==> config.mk <==
export PLATFORM = sky130hd
export DESIGN_NAME = uart_rx_fifo_flat
export DESIGN_NICKNAME = d
export VERILOG_FILES = /design/src/rtl/uart_rx_fifo_if.sv /design/src/rtl/uart_rx_fifo.sv /design/src/flat_wrapper.sv
export SDC_FILE = /design/constraint.sdc
export NUM_CORES = 1
export LEC_CHECK = 0
export ABC_CLOCK_PERIOD_IN_PS = 7000
export CAP_MARGIN = 20
export CORE_ASPECT_RATIO = 0.75
export CORE_UTILIZATION = 60
export DETAILED_ROUTE_END_ITERATION = 7
export PLACE_DENSITY_LB_ADDON = 0.15
export SYNTH_ARGS = -nofsm -noshare
export SYNTH_HDL_FRONTEND = slang
export SYNTH_SLANG_ARGS = --single-unit
export TNS_END_PERCENT = 1
==> constraint.sdc <==
create_clock -name i_clk -period 7 [get_ports i_clk]
set_input_delay 0.7 -clock i_clk [delete_from_list [all_inputs] [get_ports i_clk]]
set_output_delay 0.7 -clock i_clk [all_outputs]
set_load 0.01 [all_outputs]
==> src/rtl/uart_rx_fifo_if.sv <==
// Serial input and buffered-byte consumer signals of uart_rx_fifo.
// slave = the receiver; master = the line driver / byte consumer.
interface uart_rx_fifo_if #(
  parameter int FIFO_DEPTH = 4
);
  localparam int CW = $clog2(FIFO_DEPTH + 1);

  logic          i_rx_serial;
  logic          i_rd;
  logic [7:0]    o_rx_data;
  logic          o_rx_valid;
  logic          o_rx_active;
  logic          o_frame_err;
  logic          o_parity_err;
  logic          o_overrun;
  logic [CW-1:0] o_count;

  modport slave (
    input  i_rx_serial, i_rd,
    output o_rx_data, o_rx_valid, o_rx_active, o_frame_err,
           o_parity_err, o_overrun, o_count
  );

  modport master (
    output i_rx_serial, i_rd,
    input  o_rx_data, o_rx_valid, o_rx_active, o_frame_err,
           o_parity_err, o_overrun, o_count
  );
endinterface

==> src/rtl/uart_rx_fifo.sv <==
// Oversampling 8N1 UART receiver with a first-word-fall-through byte FIFO.
// Define UART_RX_PARITY_EN to receive 8E1 frames (even parity bit after the data).
module uart_rx_fifo #(
  parameter int CLK_PER_BIT = 2604,
  parameter int FIFO_DEPTH  = 4
) (
  input  logic          i_clk,
  input  logic          i_rst,
  uart_rx_fifo_if.slave bus
);
  localparam int CNT_W = $clog2(CLK_PER_BIT);
  localparam int PTR_W = $clog2(FIFO_DEPTH);
  localparam int CW    = $clog2(FIFO_DEPTH + 1);

  localparam logic [CNT_W-1:0] CNT_LAST = CNT_W'(CLK_PER_BIT - 1);
  localparam logic [CNT_W-1:0] CNT_V0   = CNT_W'(CLK_PER_BIT - 3);
  localparam logic [CNT_W-1:0] CNT_V1   = CNT_W'(CLK_PER_BIT - 2);
  localparam logic [CNT_W-1:0] CNT_HALF = CNT_W'(CLK_PER_BIT / 2 - 1);
  localparam logic [CW-1:0]    CNT_FULL = CW'(FIFO_DEPTH);

  typedef enum logic [2:0] {
    S_IDLE,
    S_START,
    S_DATA,
`ifdef UART_RX_PARITY_EN
    S_PARITY,
`endif
    S_STOP,
    S_BREAK
  } state_t;

  state_t           r_state;
  logic             r_sync1, r_sync2;
  logic [CNT_W-1:0] r_cnt;
  logic [2:0]       r_bit_idx;
  logic [7:0]       r_shift;
  logic             r_v0, r_v1;
  logic             r_active;
  logic             r_frame_err;
`ifdef UART_RX_PARITY_EN
  logic             r_par_bad;
  logic             r_parity_err;
`endif

  logic [7:0]       r_mem [FIFO_DEPTH];
  logic [PTR_W-1:0] r_wptr, r_rptr;
  logic [CW-1:0]    r_count;
  logic             r_overrun;

  logic w_rx, w_bit_end, w_vote, w_push, w_pop, w_wr_en, w_full, w_empty;

  always_ff @(posedge i_clk) begin
    if (i_rst) begin
      r_sync1 <= 1'b1;
      r_sync2 <= 1'b1;
    end else begin
      r_sync1 <= bus.i_rx_serial;
      r_sync2 <= r_sync1;
    end
  end

  assign w_rx      = r_sync2;
  assign w_bit_end = (r_cnt == CNT_LAST);
  // Two stored samples plus the live one form the 2-of-3 vote at the bit wrap.
  assign w_vote    = (r_v0 & r_v1) | (r_v0 & w_rx) | (r_v1 & w_rx);

`ifdef UART_RX_PARITY_EN
  assign w_push = (r_state == S_STOP) && w_bit_end && w_vote && !r_par_bad;
`else
  assign w_push = (r_state == S_STOP) && w_bit_end && w_vote;
`endif

  always_ff @(posedge i_clk) begin
    if (i_rst) begin
      r_state      <= S_IDLE;
      r_cnt        <= '0;
      r_bit_idx    <= '0;
      r_shift      <= '0;
      r_v0         <= 1'b1;
      r_v1         <= 1'b1;
      r_active     <= 1'b0;
      r_frame_err  <= 1'b0;
`ifdef UART_RX_PARITY_EN
      r_par_bad    <= 1'b0;
      r_parity_err <= 1'b0;
`endif
    end else begin
      r_frame_err  <= 1'b0;
`ifdef UART_RX_PARITY_EN
      r_parity_err <= 1'b0;
`endif
      if (r_cnt == CNT_V0) r_v0 <= w_rx;
      if (r_cnt == CNT_V1) r_v1 <= w_rx;
      case (r_state)
        S_IDLE: begin
          if (!w_rx) begin
            r_state  <= S_START;
            r_cnt    <= '0;
            r_active <= 1'b1;
`ifdef UART_RX_PARITY_EN
            r_par_bad <= 1'b0;
`endif
          end
        end
        S_START: begin
          // Restarting the counter at mid start bit puts every later wrap near a bit centre.
          if (r_cnt == CNT_HALF) begin
            if (w_rx) begin
              r_state  <= S_IDLE;
              r_active <= 1'b0;
            end else begin
              r_state   <= S_DATA;
              r_cnt     <= '0;
              r_bit_idx <= '0;
            end
          end else begin
            r_cnt <= r_cnt + CNT_W'(1);
          end
        end
        S_DATA: begin
          if (w_bit_end) begin
            r_cnt     <= '0;
            r_shift   <= {w_vote, r_shift[7:1]};
            r_bit_idx <= r_bit_idx + 3'd1;
            if (r_bit_idx == 3'd7) begin
`ifdef UART_RX_PARITY_EN
              r_state <= S_PARITY;
`else
              r_state <= S_STOP;
`endif
            end
          end else begin
            r_cnt <= r_cnt + CNT_W'(1);
          end
        end
`ifdef UART_RX_PARITY_EN
        S_PARITY: begin
          if (w_bit_end) begin
            r_cnt     <= '0;
            r_par_bad <= (w_vote != ^r_shift);
            r_state   <= S_STOP;
          end else begin
            r_cnt <= r_cnt + CNT_W'(1);
          end
        end
`endif
        S_STOP: begin
          if (w_bit_end) begin
            r_cnt <= '0;
`ifdef UART_RX_PARITY_EN
            r_parity_err <= r_par_bad;
`endif
            if (w_vote) begin
              r_state  <= S_IDLE;
              r_active <= 1'b0;
            end else begin
              r_frame_err <= 1'b1;
              r_state     <= S_BREAK;
            end
          end else begin
            r_cnt <= r_cnt + CNT_W'(1);
          end
        end
        S_BREAK: begin
          if (w_rx) begin
            r_state  <= S_IDLE;
            r_active <= 1'b0;
          end
        end
        default: begin
          r_state  <= S_IDLE;
          r_active <= 1'b0;
        end
      endcase
    end
  end

  assign w_full  = (r_count == CNT_FULL);
  assign w_empty = (r_count == '0);
  assign w_pop   = bus.i_rd && !w_empty;
  // When full, a same-cycle pop frees the head slot, which is exactly where the write lands.
  assign w_wr_en = w_push && (!w_full || w_pop);

  always_ff @(posedge i_clk) begin
    if (w_wr_en) r_mem[r_wptr] <= r_shift;
  end

  always_ff @(posedge i_clk) begin
    if (i_rst) begin
      r_wptr    <= '0;
      r_rptr    <= '0;
      r_count   <= '0;
      r_overrun <= 1'b0;
    end else begin
      if (w_wr_en) r_wptr <= r_wptr + PTR_W'(1);
      if (w_pop)   r_rptr <= r_rptr + PTR_W'(1);
      if (w_wr_en && !w_pop)      r_count <= r_count + CW'(1);
      else if (w_pop && !w_wr_en) r_count <= r_count - CW'(1);
      if (w_push && !w_wr_en) r_overrun <= 1'b1;
    end
  end

  assign bus.o_rx_data   = w_empty ? 8'h00 : r_mem[r_rptr];
  assign bus.o_rx_valid  = !w_empty;
  assign bus.o_rx_active = r_active;
  assign bus.o_frame_err = r_frame_err;
  assign bus.o_overrun   = r_overrun;
  assign bus.o_count     = r_count;
`ifdef UART_RX_PARITY_EN
  assign bus.o_parity_err = r_parity_err;
`else
  assign bus.o_parity_err = 1'b0;
`endif
endmodule

==> src/flat_wrapper.sv <==
// flat-port wrapper written by rule: the top's interface ports become plain ports
module uart_rx_fifo_flat 
#(
  parameter int CLK_PER_BIT = 2604,
  parameter int FIFO_DEPTH  = 4
)
  (i_clk, i_rst, bus_i_rx_serial, bus_i_rd, bus_o_rx_data, bus_o_rx_valid, bus_o_rx_active, bus_o_frame_err, bus_o_parity_err, bus_o_overrun, bus_o_count);
  uart_rx_fifo_if #(.FIFO_DEPTH(FIFO_DEPTH)) bus_i ();
  input  logic i_clk;
  input  logic i_rst;
  input wire logic [$bits(bus_i.i_rx_serial)-1:0] bus_i_rx_serial;
  input wire logic [$bits(bus_i.i_rd)-1:0] bus_i_rd;
  output wire logic [$bits(bus_i.o_rx_data)-1:0] bus_o_rx_data;
  output wire logic [$bits(bus_i.o_rx_valid)-1:0] bus_o_rx_valid;
  output wire logic [$bits(bus_i.o_rx_active)-1:0] bus_o_rx_active;
  output wire logic [$bits(bus_i.o_frame_err)-1:0] bus_o_frame_err;
  output wire logic [$bits(bus_i.o_parity_err)-1:0] bus_o_parity_err;
  output wire logic [$bits(bus_i.o_overrun)-1:0] bus_o_overrun;
  output wire logic [$bits(bus_i.o_count)-1:0] bus_o_count;
  assign bus_i.i_rx_serial = bus_i_rx_serial;
  assign bus_i.i_rd = bus_i_rd;
  assign bus_o_rx_data = bus_i.o_rx_data;
  assign bus_o_rx_valid = bus_i.o_rx_valid;
  assign bus_o_rx_active = bus_i.o_rx_active;
  assign bus_o_frame_err = bus_i.o_frame_err;
  assign bus_o_parity_err = bus_i.o_parity_err;
  assign bus_o_overrun = bus_i.o_overrun;
  assign bus_o_count = bus_i.o_count;
  uart_rx_fifo #(.CLK_PER_BIT(CLK_PER_BIT), .FIFO_DEPTH(FIFO_DEPTH)) u_core (.i_clk(i_clk), .i_rst(i_rst), .bus(bus_i));
endmodule
* Yosys cells after proc, flatten, opt, wreduce, memory -nomap -nowiden
Memory sizes are Yosys's and may differ from the RTL's. A register that Yosys moved wholly into a read port is not among the register bits.
Index checks and enable logic that the tools add are counted.
** Word-level totals
- Register bits :: 40
- Bits in writable memories :: 32
- Input bits :: 4
- Output and inout bits :: 16
- Logic and storage cells :: 101
- Memories kept :: 1
** Memories
- u_core.r_mem :: depth 4, bits a word 8, rd ports 1, clocked after Yosys merged registers in 1, wr ports 1, RTL line uart_rx_fifo.sv:45 : logic [7:0] r_mem [FIFO_DEPTH];
** Cells by class
- $add $sub $neg :: 6
- Eq/ne operators :: 18
- Mux-type cells :: 31
- Bitwise logic cells :: 8
- Reduce and logical (&&, ||, !) cells :: 23
** Operator list (number)
- 12-bit equality test, second input constant :: 3
- 12-bit 2-to-1 mux :: 3
- 3-bit 2-to-1 mux :: 12
- 12-bit case mux with 3 select lines :: 1
- 3-bit case mux with 5 select lines :: 1
- 12-bit by 1-bit adder with 12-bit output, second input constant :: 1
- 12-bit by 11-bit equality test with 1-bit output, second input constant :: 1
- 2-bit by 1-bit != test with 1-bit output, second input constant :: 6
- 3-bit equality test, second input constant :: 3
- 1-bit 2-to-1 mux :: 8
- 8-bit 2-to-1 mux :: 1
- 1-bit logical AND :: 7
- 3-bit by 1-bit adder with 3-bit output, second input constant :: 2
- 3-bit by 2-bit equality test with 1-bit output, second input constant :: 2
- 3-bit logical NOT :: 2
- 2-bit 2-to-1 mux :: 3
- 3-bit case mux with 2 select lines :: 1
- 6-bit AND reduction :: 1
- 1-bit case mux with 5 select lines :: 1
- 5-bit AND reduction :: 1
- 2-bit by 1-bit adder with 2-bit output, second input constant :: 2
- 1-bit logical NOT :: 4
- 2-bit != test, second input constant :: 2
- 4-bit AND reduction :: 1
- 11 further kinds :: 17

* Longest topological paths before layout
- Word-level depth :: 9
- Depth in mapped cells :: 11
- Mapped depth without buffers :: 10

* Least setup slack after synthesis
No wires, ideal clock.
- Path type :: register to register
- Start :: reg u_core.r_cnt[0]
- End :: reg u_core.r_count[2] (netlist: u_core.bus.o_count[2])
- Setup time :: 70 ps
- Data arrival time :: 2476 ps
- Data required time :: 6930 ps
- Path slack :: 4454 ps
- Cell stages (with the launch flop) :: 12
- Path buffers :: 1
- Period minus slack after synthesis :: 2546 ps
- Path through :: dfxtp_1 -> ha_1 -> and4b_1 -> nand4bb_1 -> buf_6 -> nor3_4 -> ha_1 -> inv_1 -> fa_1 -> xor2_1 -> or3_1 -> a21oi_1
** Between the ends
- Longest elaborated chain between the ends :: 7
- Elaborated cells between the ends (all ways) :: 9
- Those cells by class :: eq/ne: 1; mux: 1; reduce/logical: 7
** Ends and longest elaborated chain
- start: declaration :: RTL line uart_rx_fifo.sv:34 : logic [CNT_W-1:0] r_cnt;
- start signal: assignment :: RTL line uart_rx_fifo.sv:117 : r_cnt <= r_cnt + CNT_W'(1);
- start signal: assignment :: RTL line uart_rx_fifo.sv:133 : r_cnt <= r_cnt + CNT_W'(1);
- start signal: assignment :: RTL line uart_rx_fifo.sv:161 : r_cnt <= r_cnt + CNT_W'(1);
- 12-bit equality test (*) :: RTL line uart_rx_fifo.sv:63 : assign w_bit_end = (r_cnt == CNT_LAST);
- 1-bit logical AND (*) (2 in a row) :: RTL line uart_rx_fifo.sv:70 : assign w_push = (r_state == S_STOP) && w_bit_end && w_vote;
- 1-bit logical AND (*) :: RTL line uart_rx_fifo.sv:182 : assign w_wr_en = w_push && (!w_full || w_pop);
- net u_core.w_wr_en :: RTL line uart_rx_fifo.sv:50 : logic w_rx, w_bit_end, w_vote, w_push, w_pop, w_wr_en, w_full, w_empty;
- 1-bit logical NOT :: RTL line uart_rx_fifo.sv:198 : else if (w_pop && !w_wr_en) r_count <= r_count - CW'(1);
- 1-bit logical AND :: RTL line uart_rx_fifo.sv:198
- 2-bit nonzero test (no source line)
- end signal: assignment :: RTL line uart_rx_fifo.sv:197 : if (w_wr_en && !w_pop) r_count <= r_count + CW'(1);
- end signal: assignment :: RTL line uart_rx_fifo.sv:198
- end: declaration :: RTL line uart_rx_fifo.sv:47 : logic [CW-1:0] r_count;
Mark *: on every way through the listed nets, which the timed path passes. The rest lies on a longest branch.
A chain may end at the register's enable or synchronous reset.

* Worst setup path after layout
Ends and elaborated chain as after synthesis.

==> qor.yml <==
critical_path:
  end_kind: "flip-flop"
  crit_type: "reg -> reg"
  arrival_ns: 3.40
  worstReg2RegStart: "u_core.r_cnt[0]$_SDFFE_PP0P_"
  reg2reg_depth: 10
  crit_required_ns: 7.28
  ff2ff_setup_slack_ns: 3.88
  cp-start-kind: "flip-flop"
  critPathMaxFanout: 9
  rr_endpoint: "u_core.bus.o_count[2]$_SDFFE_PP0P_"
  startpoint: "u_core.r_cnt[0]$_SDFFE_PP0P_"
timing:
  fin_ws_ns: 3.879
  fin_skew_ns: 0.008578
  min_period_over_period_pct: 44.58
  tightest_slew_ns: 0.7822
  clock.fmax_ghz: 0.3204
  slew_headroom_pct: 47.38
  finalMaxSlewViolations: 0
  setup_viol: 0
  hold_viol_final: 0
  setup-tns-final_ns: 0
  holdWs_ns: 0.4190
  rsz0062_at_grt: "false"
  min_period_ns: 3.121
detailed_routing:
  dr.pass1.iters: 5
  vias_per_cell: 5.635
  drtAntennaViolNets: 0
  post-route-drc-count: 0
  vias: 2175
  drt_wl_total_um: 5677
  drtIter0Drc: 110
  wire_per_inst_um: 14.71
cells_and_area:
  n_antenna_cell: 0
  finalNetCount: 321
  final-instance-count-excl-fill: 386
  area_growth_pct: 12.39
  multi_input_area_um2: 1413
  drive_gt1_share_pct: 11.90
  fillers: 398
  seqCellArea_um2: 1802
grt:
  grt_pass1_wl_um: 9556
  grt_remaining_overflow: 0
  grt_use_total_pct: 22.30
  grt_max_degree: 32
  antenna_found_initial: 0
  grt_pass1_vias: 2052
yosys:
  yosysSeqAreaShare_pct: 53.91
  synth_cell_type_count: 60
  synth_commonest_cells: "dfxtp_1, edfxtp_1, nand2_1"
  yosysMostFrequentCell: "dfxtp_1"
  synth_edf_count: 32
  synth_nets: 306
  avgSynthCellArea_um2: 11.48
  async_reset_ff_share_pct: 0
  yosysWarnings: 0
  syn_area_um2: 3342
  ys_top_cells_by_area: "edfxtp_1, dfxtp_1, mux4_2, ha_1, nand2_1"
  synth_cells: 291
  synth_top_area_share_pct: 28.75
  postSynth.topFlopCell: "dfxtp_1"
  ys_ff_latch: 74
  synth_area_leader_cell: "edfxtp_1"
die:
  io_pins: 20
  fp.dieArea_um2: 5876
  die_h_um: 66.64
  initial_core_util_pct: 62.44
  num_rows: 23
  core_region_area_um2: 5353
  die_w_um: 88.18
power_and_ir_drop:
  powerDensity_nw_per_um2: 281.3
  total_power_mw: 1.057
  power_leakage_nw: 1.293
  max-vdd-ir-drop_mv: 0.1576
placed_design:
  dpl_worst_slack_ns: 3.706
  place_inst: 369
  gp_congestion: 0.7674
  io_buffers: 18
  dp_hpwl_um: 3812
hold_path:
  whs_endpoint: "u_core.r_sync2$_SDFF_PP1_"
  hp-start: "u_core.r_sync1$_SDFF_PP1_"
  whs_path_depth: 1
  hold_path_class: "reg -> reg"
clock_tree:
  cts_tree: "done"
  hold_buffers: 0
  clock-root-buffer: "clkbuf_8"
  cts_max_level: 3
  cts_resized: 0
  clk_path_buf_depth: 2
  cts_made_buffers: 9
  post_cts_buffers: 0
  clkSlewWorstSetupHoldPaths_ns: 0.08
  insertion_delay_ns: 0.34
  cts.sinks: 74
run:
  cap_violations: 0
status:
  status: "complete, no violations"
final cells by class:
cell class                      count  share of cell area, %
Clock buffer                       10                  3.398
Clock inverter                      6                  1.799
Inverter                           10                 0.9993
Multi-Input combinational cell    191                  37.61
Sequential cell                    74                  47.97
Tap cell                           75                  2.498
Timing Repair Buffer               20                  5.730
routing by layer:
metal | global-route usage [%] | part of all wire (%) | up-vias
met1 | 27.26 | 47 | 1050
li1 | - | - | 1088
met4 | 6.048 | 0.83 | 0
met5 | 0 | 0 | -
met3 | 8.178 | 3.6 | 4
met2 | 37.21 | 48 | 33
cell usage in the layout, fill, tap and decap left out, drive strengths merged, types with 8 or more instances in the layout:
master	n
ha	10
a21oi	17
nand3	11
dfxtp	42
nand2	28
mux4	8
edfxtp	32
inv	10
clkdlybuf4s50	18
nor2	20
and2	12
clkbuf	10
o21ai	9
cells by family (layout without fill, tap and decap cells):
| family | count (synthesis) | in the layout | share of synthesized area, % |
|---|---|---|---|
| flip-flops | 74 | 74 | 53.91 |
| AO/OA/AOI/OAI | 52 | 52 | 10.75 |
| AND/OR/NAND/NOR | 108 | 108 | 18.57 |
| XOR/XNOR | 5 | 5 | 1.310 |
| other | 1 | 1 | 0.1122 |
| multiplexers | 13 | 13 | 6.889 |
| buffers and inverters | 26 | 46 | 3.819 |
| adder cells (fa/ha/maj) | 12 | 12 | 4.642 |
metrics by stage:
step	utilization [%]	instance area [um2]
finish	70.17	3756
global route	70.17	3756
CTS	69.66	3729
detailed placement	66.01	3533
global placement	66.01	3533
floorplan	-	3342
power by group:
group | switching (mW) | internal [mW]
clock | 0.158 | 0.165
sequential | 0.0283 | 0.462
combinational | 0.0989 | 0.144
total | 0.285 | 0.771
critical path, cell delays in order, from the launching register on:
cell       delay [ns]
dfxtp_1          0.42
ha_1             0.22
and4b_1          0.20
nand4bb_1        0.45
nor3_4           0.47
ha_1             0.25
inv_1            0.06
fa_1             0.37
xor2_1           0.18
or3_1            0.31
a21oi_1          0.14
state kept, by name, summed over array words and instances (netlist names), 2 cells and up, named ones only:
register	flops
u_core.r_mem	32
u_core.r_shift	8
u_core.r_wptr	2
u_core.r_rptr	2
u_core.r_cnt	12
u_core.r_bit_idx	3
u_core.r_state	3
u_core.bus.o_count	3
how the worst max path moves through the flow:
| stage | depth (start not counted) | slack (ns) | endpoint |
|---|---|---|---|
| after floorplan | 11 | 4.45 | u_core.bus.o_count[2]$_SDFFE_PP0P_ |
| after global placement | 7 | 3.76 | u_core.r_cnt[11]$_SDFFE_PP0P_ |
| after detailed placement | 7 | 3.71 | u_core.r_cnt[11]$_SDFFE_PP0P_ |
| after CTS | 10 | 3.87 | u_core.bus.o_count[2]$_SDFFE_PP0P_ |
| after global routing | 10 | 3.62 | u_core.bus.o_count[2]$_SDFFE_PP0P_ |
| final | 10 | 3.88 | u_core.bus.o_count[2]$_SDFFE_PP0P_ |
(Power assumes the default switching activity.)
